--- config.mk ---
export PLATFORM = sky130hd
export DESIGN_NAME = product_bcd_converter_flat
export DESIGN_NICKNAME = d
export VERILOG_FILES = /design/src/rtl/product_bcd_pkg.sv /design/src/rtl/product_bcd_converter_if.sv /design/src/rtl/bcd_digit_adjust.sv /design/src/rtl/product_bcd_converter.sv /design/src/flat_wrapper.sv
export SDC_FILE = /design/constraint.sdc
export NUM_CORES = 1
export LEC_CHECK = 0
export CAP_MARGIN = 25
export CORE_MARGIN = 3
export CORE_UTILIZATION = 40
export DETAILED_ROUTE_END_ITERATION = 16
export PLACE_DENSITY_LB_ADDON = 0.05
export RECOVER_POWER = 50
export SKIP_CTS_REPAIR_TIMING = 1
export SYNTH_ARGS = -nofsm -noshare
export SYNTH_HDL_FRONTEND = slang
export SYNTH_SLANG_ARGS = --single-unit
--- constraint.sdc ---
create_clock -name Clk -period 1.9 [get_ports Clk]
set_input_delay 0.38 -clock Clk [delete_from_list [all_inputs] [get_ports Clk]]
set_output_delay 0.38 -clock Clk [all_outputs]
set_load 0.05 [all_outputs]
--- src/rtl/product_bcd_pkg.sv ---
// Shared types and constants for the product-to-BCD converter.
// Build option: define SIGNED_PRODUCT_EN to treat the product as two's complement.
package product_bcd_pkg;

  localparam int PRODUCT_WIDTH = 16;
  localparam int BCD_DIGITS    = 5;

  typedef logic [3:0] digit_t;

  typedef enum logic {
    IDLE = 1'b0,
    CONV = 1'b1
  } state_t;

endpackage

--- src/rtl/product_bcd_converter_if.sv ---
// Handshake/data bundle between the multiplier side and the BCD converter.
//
// Handshake: the master raises Start with Product valid. The converter accepts
// on the first rising edge where Start is high while it is idle. Product is only
// sampled on that edge. Busy is high from acceptance until the completion edge.
// Done pulses for one cycle with Bcd/Neg updated on that same edge. Start seen
// while Busy is ignored and never queued. Bcd/Neg hold until the next completion.
interface product_bcd_converter_if
  import product_bcd_pkg::*;
#(
  parameter int WIDTH  = PRODUCT_WIDTH,
  parameter int DIGITS = BCD_DIGITS
);

  logic                  Start;
  logic [WIDTH-1:0]      Product;
  logic                  Busy;
  logic                  Done;
  logic                  Neg;
  logic [4*DIGITS-1:0]   Bcd;

  modport master (
    output Start,
    output Product,
    input  Busy,
    input  Done,
    input  Neg,
    input  Bcd
  );

  modport slave (
    input  Start,
    input  Product,
    output Busy,
    output Done,
    output Neg,
    output Bcd
  );

endinterface

--- src/rtl/bcd_digit_adjust.sv ---
// Double-dabble correction for one BCD digit: add 3 when the digit is 5 or more.
module bcd_digit_adjust
  import product_bcd_pkg::*;
(
  input  digit_t din,
  output digit_t dout
);

  // 4-bit add, any carry out is intentionally dropped (digits never exceed 9)
  always_comb begin
    dout = din;
    if (din >= 4'd5) begin
      dout = din + 4'd3;
    end
  end

endmodule

--- src/rtl/product_bcd_converter.sv ---
// Sequential binary-to-BCD converter, one double-dabble iteration per clock.
// Build option: SIGNED_PRODUCT_EN selects two's-complement Product with a sign flag;
// without it Product is unsigned and Neg stays 0.
module product_bcd_converter
  import product_bcd_pkg::*;
#(
  parameter int WIDTH  = PRODUCT_WIDTH,
  parameter int DIGITS = BCD_DIGITS
)(
  input  logic                     Clk,
  input  logic                     Reset,
  product_bcd_converter_if.slave   bus,
  output state_t                   dbg_state
);

  localparam int              CNT_W = $clog2(WIDTH);
  localparam int              BCD_W = 4 * DIGITS;
  localparam logic [CNT_W-1:0] LAST = CNT_W'(WIDTH - 1);

  state_t             state_r;
  logic [CNT_W-1:0]   cnt_r;
  logic [WIDTH-1:0]   shift_r;
  logic [BCD_W-1:0]   scratch_r;
  logic               neg_r;
  logic               busy_r;
  logic               done_r;
  logic               neg_out_r;
  logic [BCD_W-1:0]   bcd_r;

  logic [BCD_W-1:0]        adj;
  logic [BCD_W+WIDTH-1:0]  chain;
  logic [BCD_W+WIDTH-1:0]  chain_sh;
  logic                    start_neg;
  logic [WIDTH-1:0]        start_mag;

  // Per-digit "+3 if >= 5" correction on the scratch register
  for (genvar g = 0; g < DIGITS; g++) begin : g_adj
    bcd_digit_adjust u_adj (
      .din  (scratch_r[4*g +: 4]),
      .dout (adj[4*g +: 4])
    );
  end

  // Adjusted scratch and shift register move left together as one word;
  // the bit pushed out of the top is discarded by the shift itself
  always_comb begin
    chain    = {adj, shift_r};
    chain_sh = chain << 1;
  end

`ifdef SIGNED_PRODUCT_EN
  // Two's-complement input: negate negatives. 0x8000 negates to 0x8000, which
  // read as unsigned is 32768, so the dropped 17th bit is always zero.
  always_comb begin
    start_neg = bus.Product[WIDTH-1];
    start_mag = bus.Product;
    if (start_neg) begin
      start_mag = ~bus.Product + WIDTH'(1);
    end
  end
`else
  // Unsigned input: the product is already the magnitude
  always_comb begin
    start_neg = 1'b0;
    start_mag = bus.Product;
  end
`endif

  // Control FSM, iteration datapath and registered outputs
  always_ff @(posedge Clk or posedge Reset) begin
    if (Reset) begin
      state_r   <= IDLE;
      cnt_r     <= '0;
      shift_r   <= '0;
      scratch_r <= '0;
      neg_r     <= 1'b0;
      busy_r    <= 1'b0;
      done_r    <= 1'b0;
      neg_out_r <= 1'b0;
      bcd_r     <= '0;
    end else begin
      case (state_r)
        IDLE: begin
          done_r <= 1'b0;
          if (bus.Start) begin
            shift_r   <= start_mag;
            neg_r     <= start_neg;
            scratch_r <= '0;
            cnt_r     <= '0;
            busy_r    <= 1'b1;
            state_r   <= CONV;
          end
        end
        CONV: begin
          scratch_r <= chain_sh[BCD_W+WIDTH-1:WIDTH];
          shift_r   <= chain_sh[WIDTH-1:0];
          cnt_r     <= cnt_r + CNT_W'(1);
          if (cnt_r == LAST) begin
            bcd_r     <= chain_sh[BCD_W+WIDTH-1:WIDTH];
            neg_out_r <= neg_r;
            done_r    <= 1'b1;
            busy_r    <= 1'b0;
            state_r   <= IDLE;
          end
        end
        default: begin
          state_r <= IDLE;
        end
      endcase
    end
  end

  assign bus.Busy  = busy_r;
  assign bus.Done  = done_r;
  assign bus.Neg   = neg_out_r;
  assign bus.Bcd   = bcd_r;
  assign dbg_state = state_r;

endmodule

--- src/flat_wrapper.sv ---
// flat-port wrapper written by rule: the top's interface ports become plain ports
module product_bcd_converter_flat import product_bcd_pkg::*;
#(
  parameter int WIDTH  = PRODUCT_WIDTH,
  parameter int DIGITS = BCD_DIGITS
)
  (Clk, Reset, dbg_state, bus_Start, bus_Product, bus_Busy, bus_Done, bus_Neg, bus_Bcd);
  product_bcd_converter_if #(.WIDTH(WIDTH), .DIGITS(DIGITS)) bus_i ();
  input  logic Clk;
  input  logic Reset;
  output state_t dbg_state;
  input wire logic [$bits(bus_i.Start)-1:0] bus_Start;
  input wire logic [$bits(bus_i.Product)-1:0] bus_Product;
  output wire logic [$bits(bus_i.Busy)-1:0] bus_Busy;
  output wire logic [$bits(bus_i.Done)-1:0] bus_Done;
  output wire logic [$bits(bus_i.Neg)-1:0] bus_Neg;
  output wire logic [$bits(bus_i.Bcd)-1:0] bus_Bcd;
  assign bus_i.Start = bus_Start;
  assign bus_i.Product = bus_Product;
  assign bus_Busy = bus_i.Busy;
  assign bus_Done = bus_i.Done;
  assign bus_Neg = bus_i.Neg;
  assign bus_Bcd = bus_i.Bcd;
  product_bcd_converter #(.WIDTH(WIDTH), .DIGITS(DIGITS)) u_core (.Clk(Clk), .Reset(Reset), .bus(bus_i), .dbg_state(dbg_state));
endmodule
==> results of run 1 <==
-- area by class of cell --
cell class                      instances  area (µm²)
Timing Repair Buffer                   48       440.4
Inverter                               11       42.54
Fill cell                             706        3674
Clock inverter                          4       45.04
Clock buffer                           12       145.1
Sequential cell                        63        1578
Multi-Input combinational cell        193        1438
Tap cell                               99       123.9
-- Yosys cell counts, types with 2 or more instances --
cell / count / area share [%]
dfrtp_1: 63 / 50
nand2_1: 31 / 3.7
o21ai_0: 29 / 4.6
mux2i_1: 27 / 8.5
nor3b_1: 13 / 3.1
a21oi_1: 11 / 1.7
ha_1: 11 / 4.3
inv_1: 11 / 1.3
mux2_4: 11 / 5.2
buf_2: 9 / 1.4
nand2b_1: 9 / 1.8
a22o_1: 6 / 1.7
xnor2_1: 6 / 1.7
nand3_1: 5 / 0.79
nor3_1: 5 / 0.79
o21ai_1: 5 / 0.79
a21oi_4: 4 / 2.1
nand2b_2: 4 / 1.1
a21o_2: 3 / 0.83
clkbuf_1: 3 / 0.36
nor2_1: 3 / 0.36
a21o_1: 2 / 0.47
buf_4: 2 / 0.47
buf_6: 2 / 0.71
-- worst max-delay path by stage --
stage	cells after the start	slack (ps)	end	from
final	4	270	u_core.shift_r[15]$_DFFE_PP0P_	bus_Start
after global placement	4	340	u_core.shift_r[15]$_DFFE_PP0P_	bus_Start
after floorplan	4	410	u_core.bus.Bcd[0]$_DFFE_PP0P_	u_core.dbg_state$_DFF_PP0_
after detailed placement	4	320	u_core.bus.Bcd[10]$_DFFE_PP0P_	u_core.cnt_r[0]$_DFFE_PP0P_
after CTS	1	-1	bus_Bcd[12]	u_core.bus.Bcd[12]$_DFFE_PP0P_
after global routing	3	130	u_core.dbg_state$_DFF_PP0_	Reset
-- metal layers --
metal	GRT usage (%)	part of all wire [%]	vias up
met3	4.341	4.2	9
li1	-	-	1056
met5	0	0	-
met2	22.49	48	38
met4	6.490	1.3	0
met1	19.01	47	1012
-- critical path, delay by kind of cell --
family                 cells  cell delay [ps]
buffers and inverters      2             1120
multiplexers               1              240
AO/OA/AOI/OAI              1               90
-- cell families after synthesis --
logic type | after synthesis | synth area share, %
muxes | 38 | 13.74
other | 1 | 0.1183
and+or+nand+nor | 73 | 12.51
AOI/OAI and AO/OA | 63 | 12.87
DFF | 63 | 49.74
buffers and inverters | 28 | 4.737
xor gates and xnor gates | 7 | 1.935
adders and majority gates | 11 | 4.343
-- where the power goes --
part / total, mW / switching (mW) / internal (mW)
Sequential: 2.42 / 0.485 / 1.94
Clock: 1.14 / 0.505 / 0.636
Combinational: 3.50 / 1.98 / 1.52
Total: 7.06 / 2.96 / 4.10
-- sequential cells by signal, indices dropped and copies added, names as in the netlist --
signal            count
u_core.shift_r       16
u_core.cnt_r          4
u_core.dbg_state      1
u_core.scratch_r     20
u_core.bus.Busy       1
u_core.bus.Bcd       20
u_core.bus.Done       1
==> summary.md, run 1 <==
| Metric | Value |
|---|---|
| Clock root buffer | `clkbuf_8` |
| Worst Hold Depth | `2` |
| CTS max path bufs | `2` |
| RSZ-0062 raised after global routing | `no` |
| Place WS | `315.1 ps` |
| Slowest cell on crit path | `dlygate4sd3_1` |
| Post-synth EDFFs | `0` |
| Final min period | `1632 ps` |
| Gpl congestion | `0.7557` |
| Most frequent cells in the layout | `dfrtp_1 (62), nand2_1 (31), o21ai_0 (29), mux2i_1 (27), buf_4 (22)` |
| CP endpoint kind | `flip-flop` |
| IO Port Bufs | `41` |
| ANT nets after route | `0` |
| Worst-Margin Slew | `796.1 ps` |
| Sequential share of the synthesized area | `49.74%` |
| Area added between synthesis and finish | `20.29%` |
| Commonest non-fill, non-tap cell in the layout | `dfrtp_1` |
| Die width | `95.01 µm` |
| R2r startpoint | `u_core.cnt_r[0]$_DFFE_PP0P_` |
| Post-synthesis cell count | `284` |
| Crit path kind | `input port to flip-flop` |
| Max-cap violations | `0` |
| Synth warnings | `0` |
| Core Rows | `31` |
| Starting density of the core | `42.34%` |
| Final setup margin | `268.5 ps` |
| DRC errors left | `0` |
| Die height | `95.01 µm` |
| Initial antenna violation count | `0` |
| Hold path endpoint | `u_core.bus.Bcd[7]$_DFFE_PP0P_` |
| Worst R2R End | `u_core.bus.Bcd[13]$_DFFE_PP0P_` |
| Status | `complete, no violations` |
| Slew Limit Fails | `0` |
| Core area | `7486 µm²` |
| Worst Clk Skew | `5.333 ps` |
| Die ar. | `9027 µm²` |
| Nets | `356` |
| Worst-skew pair later-pin latency | `330 ps` |
| First-pass GRT wire length | `10080 µm` |
| Total CTS buffers | `9` |
| GRT Overall Usage | `14.60%` |
| Crit-path max FO | `22` |
| Hold Vio Cnt, Final | `0` |
| Library cells used by synthesis | `33` |
| Placed Cells | `414` |
| Max VDD drop | `0.0007180 V` |
| DR iter-0 viols | `107` |
| Reg2reg setup slack | `270 ps` |
| DRT Wirelength | `5823 µm` |
| Final instance area | `3812 µm²` |
| Achievable Freq | `612.9 MHz` |
| Design Power | `7.064 mW` |
| Wire per inst | `13.54 µm` |
| H-tree levels | `3` |
| Syn_nets | `314` |
| Main synth FF type | `dfrtp_1` |
| Non-Filler Instances | `430` |
| Relative slew slack | `46.63%` |
| Layout cell share with drive strength beyond 1 | `20.24%` |
| Worst-case reg-to-reg path depth | `4` |
| I/O pin count | `43` |
| Hold WS | `477.9 ps` |
| #FFs+latches synth | `63` |
| Fin Setup TNS | `0 ps` |
| Finish-stage setup viols | `0` |
| Crit-path cells | `dlygate4sd3_1 > clkbuf_2 > mux2i_1 > o21ai_0` |
| Clock-pin transition on the worst setup and hold timing paths | `70 ps` |
| Pleak | `1.872 nW` |
| Hold Path Class | `flip-flop to flip-flop` |
| TritonRoute pass-1 iters | `4` |
| Grt ovf | `0` |
| Worst EP required | `2110 ps` |
| Vias in the first global route | `2066` |
| Mean Syn Cell Area | `11.16 µm²` |
| CTS tree | `yes` |
| Placed Instance Area | `3652 µm²` |
| Post-Syn Area | `3169 µm²` |
| Final Cycle Share | `85.87%` |
| FFs w/ async S/R, synth | `100.0%` |
| DPL Wire Length | `3905 µm` |
| WP data arrival | `1840 ps` |
| Hold Crit Start | `u_core.bus.Bcd[7]$_DFFE_PP0P_` |
| Routed vias/inst | `4.919` |
| Setup crit start kind | `input port` |
| N_diodes | `0` |
| CP max stage delay | `580 ps` |
| Power per cell area | `1853 nW/µm²` |
| Final core occ | `50.93%` |
| Via count | `2115` |
| Largest net degree at the start of global routing | `49` |
| Clock tree sinks | `63` |
(Power assumes the default switching activity.)
==> run 2: changes to the inputs <==
Clock period 1.9 ns to 1.72 ns, I/O delays scaled along.
==> summary.md, run 2 (synthesis results as in run 1) <==
| Metric | Value |
|---|---|
| Die height | `95.01 µm (unchanged)` |
| Reg2reg setup slack | `170 ps (-100 ps)` |
| CTS tree | `yes` |
| CTS max path bufs | `2 (unchanged)` |
| Worst setup endpoint | `u_core.shift_r[7]$_DFFE_PP0P_` |
| DR iter-0 viols | `48 (-55%)` |
| ANT nets after route | `0 (unchanged)` |
| Final Cycle Share | `93.70%` |
| Hold Path Class | `flip-flop to flip-flop` |
| Clock root buffer | `clkbuf_8` |
| TritonRoute pass-1 iters | `4 (unchanged)` |
| DRC errors left | `0 (unchanged)` |
| Commonest non-fill, non-tap cell in the layout | `dfrtp_1` |
| N_diodes | `0 (unchanged)` |
| Nets | `357 (+0.28%)` |
| H-tree levels | `3 (unchanged)` |
| WP data arrival | `1810 ps (-30 ps)` |
| Status | `complete, no violations` |
| GRT Overall Usage | `14.64% (+0.036 points)` |
| Die ar. | `9027 µm² (unchanged)` |
| Worst-skew pair later-pin latency | `330 ps (about the same)` |
| Worst Clk Skew | `7.485 ps (+2.153 ps)` |
| Final min period | `1612 ps` |
| Placed Cells | `415 (+0.24%)` |
| Crit-path max FO | `31 (+41%)` |
| Layout cell share with drive strength beyond 1 | `20.85% (+0.60 points)` |
| Crit path kind | `input port to flip-flop` |
| Design Power | `7.715 mW (+9.2%)` |
| CP endpoint kind | `flip-flop` |
| Max VDD drop | `0.0005812 V (-19%)` |
| Die width | `95.01 µm (unchanged)` |
| Routed vias/inst | `4.928 (+0.19%)` |
| Slew Limit Fails | `0 (unchanged)` |
| Clock tree sinks | `63 (unchanged)` |
| Vias in the first global route | `2113 (+2.3%)` |
| Core Rows | `31 (unchanged)` |
| Finish-stage setup viols | `0 (unchanged)` |
| Hold WS | `476.4 ps (-1.504 ps)` |
| First-pass GRT wire length | `10180 µm (+1.0%)` |
| I/O pin count | `43 (unchanged)` |
| Initial antenna violation count | `0 (unchanged)` |
| Via count | `2119 (+0.19%)` |
| IO Port Bufs | `41 (unchanged)` |
| Hold Vio Cnt, Final | `0 (unchanged)` |
| DPL Wire Length | `3855 µm (-1.3%)` |
| Core area | `7486 µm² (unchanged)` |
| Relative slew slack | `42.22% (-4.4 points)` |
| Worst EP required | `1920 ps (-190 ps)` |
| Max-cap violations | `0 (unchanged)` |
| Setup crit start kind | `input port` |
| RSZ-0062 raised after global routing | `no` |
| Area added between synthesis and finish | `19.94%` |
| Fin Setup TNS | `0 ps (unchanged)` |
| Most frequent cells in the layout | `dfrtp_1 (63), nand2_1 (31), o21ai_0 (29), mux2i_1 (27), buf_4 (26)` |
| Wire per inst | `13.70 µm (+1.2%)` |
| Crit path from | `bus_Start` |
| Grt ovf | `0 (unchanged)` |
| Clock-pin transition on the worst setup and hold timing paths | `70 ps (about the same)` |
| Gpl congestion | `0.7647 (+1.2%)` |
| Power per cell area | `2030 nW/µm² (+9.5%)` |
| Largest net degree at the start of global routing | `49 (unchanged)` |
| R2r startpoint | `u_core.scratch_r[4]$_DFFE_PP0P_` |
| Total CTS buffers | `9 (unchanged)` |
| Pleak | `1.826 nW (-2.5%)` |
| Starting density of the core | `42.34% (unchanged)` |
| Non-Filler Instances | `430 (unchanged)` |
| Worst R2R End | `u_core.bus.Bcd[6]$_DFFE_PP0P_` |
| Achievable Freq | `620.5 MHz` |
| Worst-Margin Slew | `861.9 ps (+65.80 ps)` |
| Final core occ | `50.78% (-0.15 points)` |
| Worst-case reg-to-reg path depth | `6 (+2)` |
| DRT Wirelength | `5892 µm (+1.2%)` |
run 2: changes by cell type in the layout (fill, tap and decap cells not counted), moves of 2 or more:
cell | previous run | this run
clkbuf_2 | 2 | 0
dlymetal6s2s_1 | 3 | 0
buf_4 | 22 | 26
clkinv_2 | 3 | 1
run 2: worst max-delay path, cell delays in order:
cell             delay (ps)
clkdlybuf4s50_1         470
buf_2                   610
mux2i_1                 270
o21ai_0                 100
run 2: cell type report:
cell class              instances  area (µm²)
flip-flops and latches         63        1577
clock buffers                  14       162.7
fillers                       695        3685
multi-input cells             193        1443
repair buffers                 49       447.9
well taps                      99       123.9
inverters                      11       42.54
clock inverters                 1       5.005
run 2: worst min-delay path by stage:
stage / slack [ps] / cells after the start / from / to
floorplan: 450 / 2 / u_core.shift_r[9]$_DFFE_PP0P_ / u_core.shift_r[10]$_DFFE_PP0P_
global placement: 460 / 2 / u_core.shift_r[9]$_DFFE_PP0P_ / u_core.shift_r[10]$_DFFE_PP0P_
detailed placement: 470 / 2 / u_core.shift_r[13]$_DFFE_PP0P_ / u_core.shift_r[14]$_DFFE_PP0P_
CTS: 380 / 2 / Reset / u_core.bus.Busy$_DFFE_PP0P_
global route: 520 / 2 / u_core.bus.Bcd[3]$_DFFE_PP0P_ / u_core.bus.Bcd[3]$_DFFE_PP0P_
finish: 480 / 2 / u_core.shift_r[9]$_DFFE_PP0P_ / u_core.shift_r[10]$_DFFE_PP0P_
run 2: through the flow:
| step | setup WS, ps | instance area, µm² |
|---|---|---|
| after detailed placement | 146.4 | 3665 |
| after global placement | 189.3 | 3665 |
| after floorplan | 234.8 | 3173 |
| after CTS | 149.6 | 3832 |
| final | 108.4 | 3801 |
| after global routing | 31.95 | 3801 |
run 2: routing by layer:
layer / wire, µm / GRT usage (%)
met1: 2868 / 19.22
met2: 2691 / 22.43
met3: 201 / 3.788
met4: 130 / 7.212
met5: 0 / 0
run 2: where the power goes:
part           switching (mW)  internal (mW)  total [mW]
sequential              0.542           2.14        2.68
combinational            2.20           1.71        3.90
clock                   0.536          0.594        1.13
total                    3.27           4.44        7.72
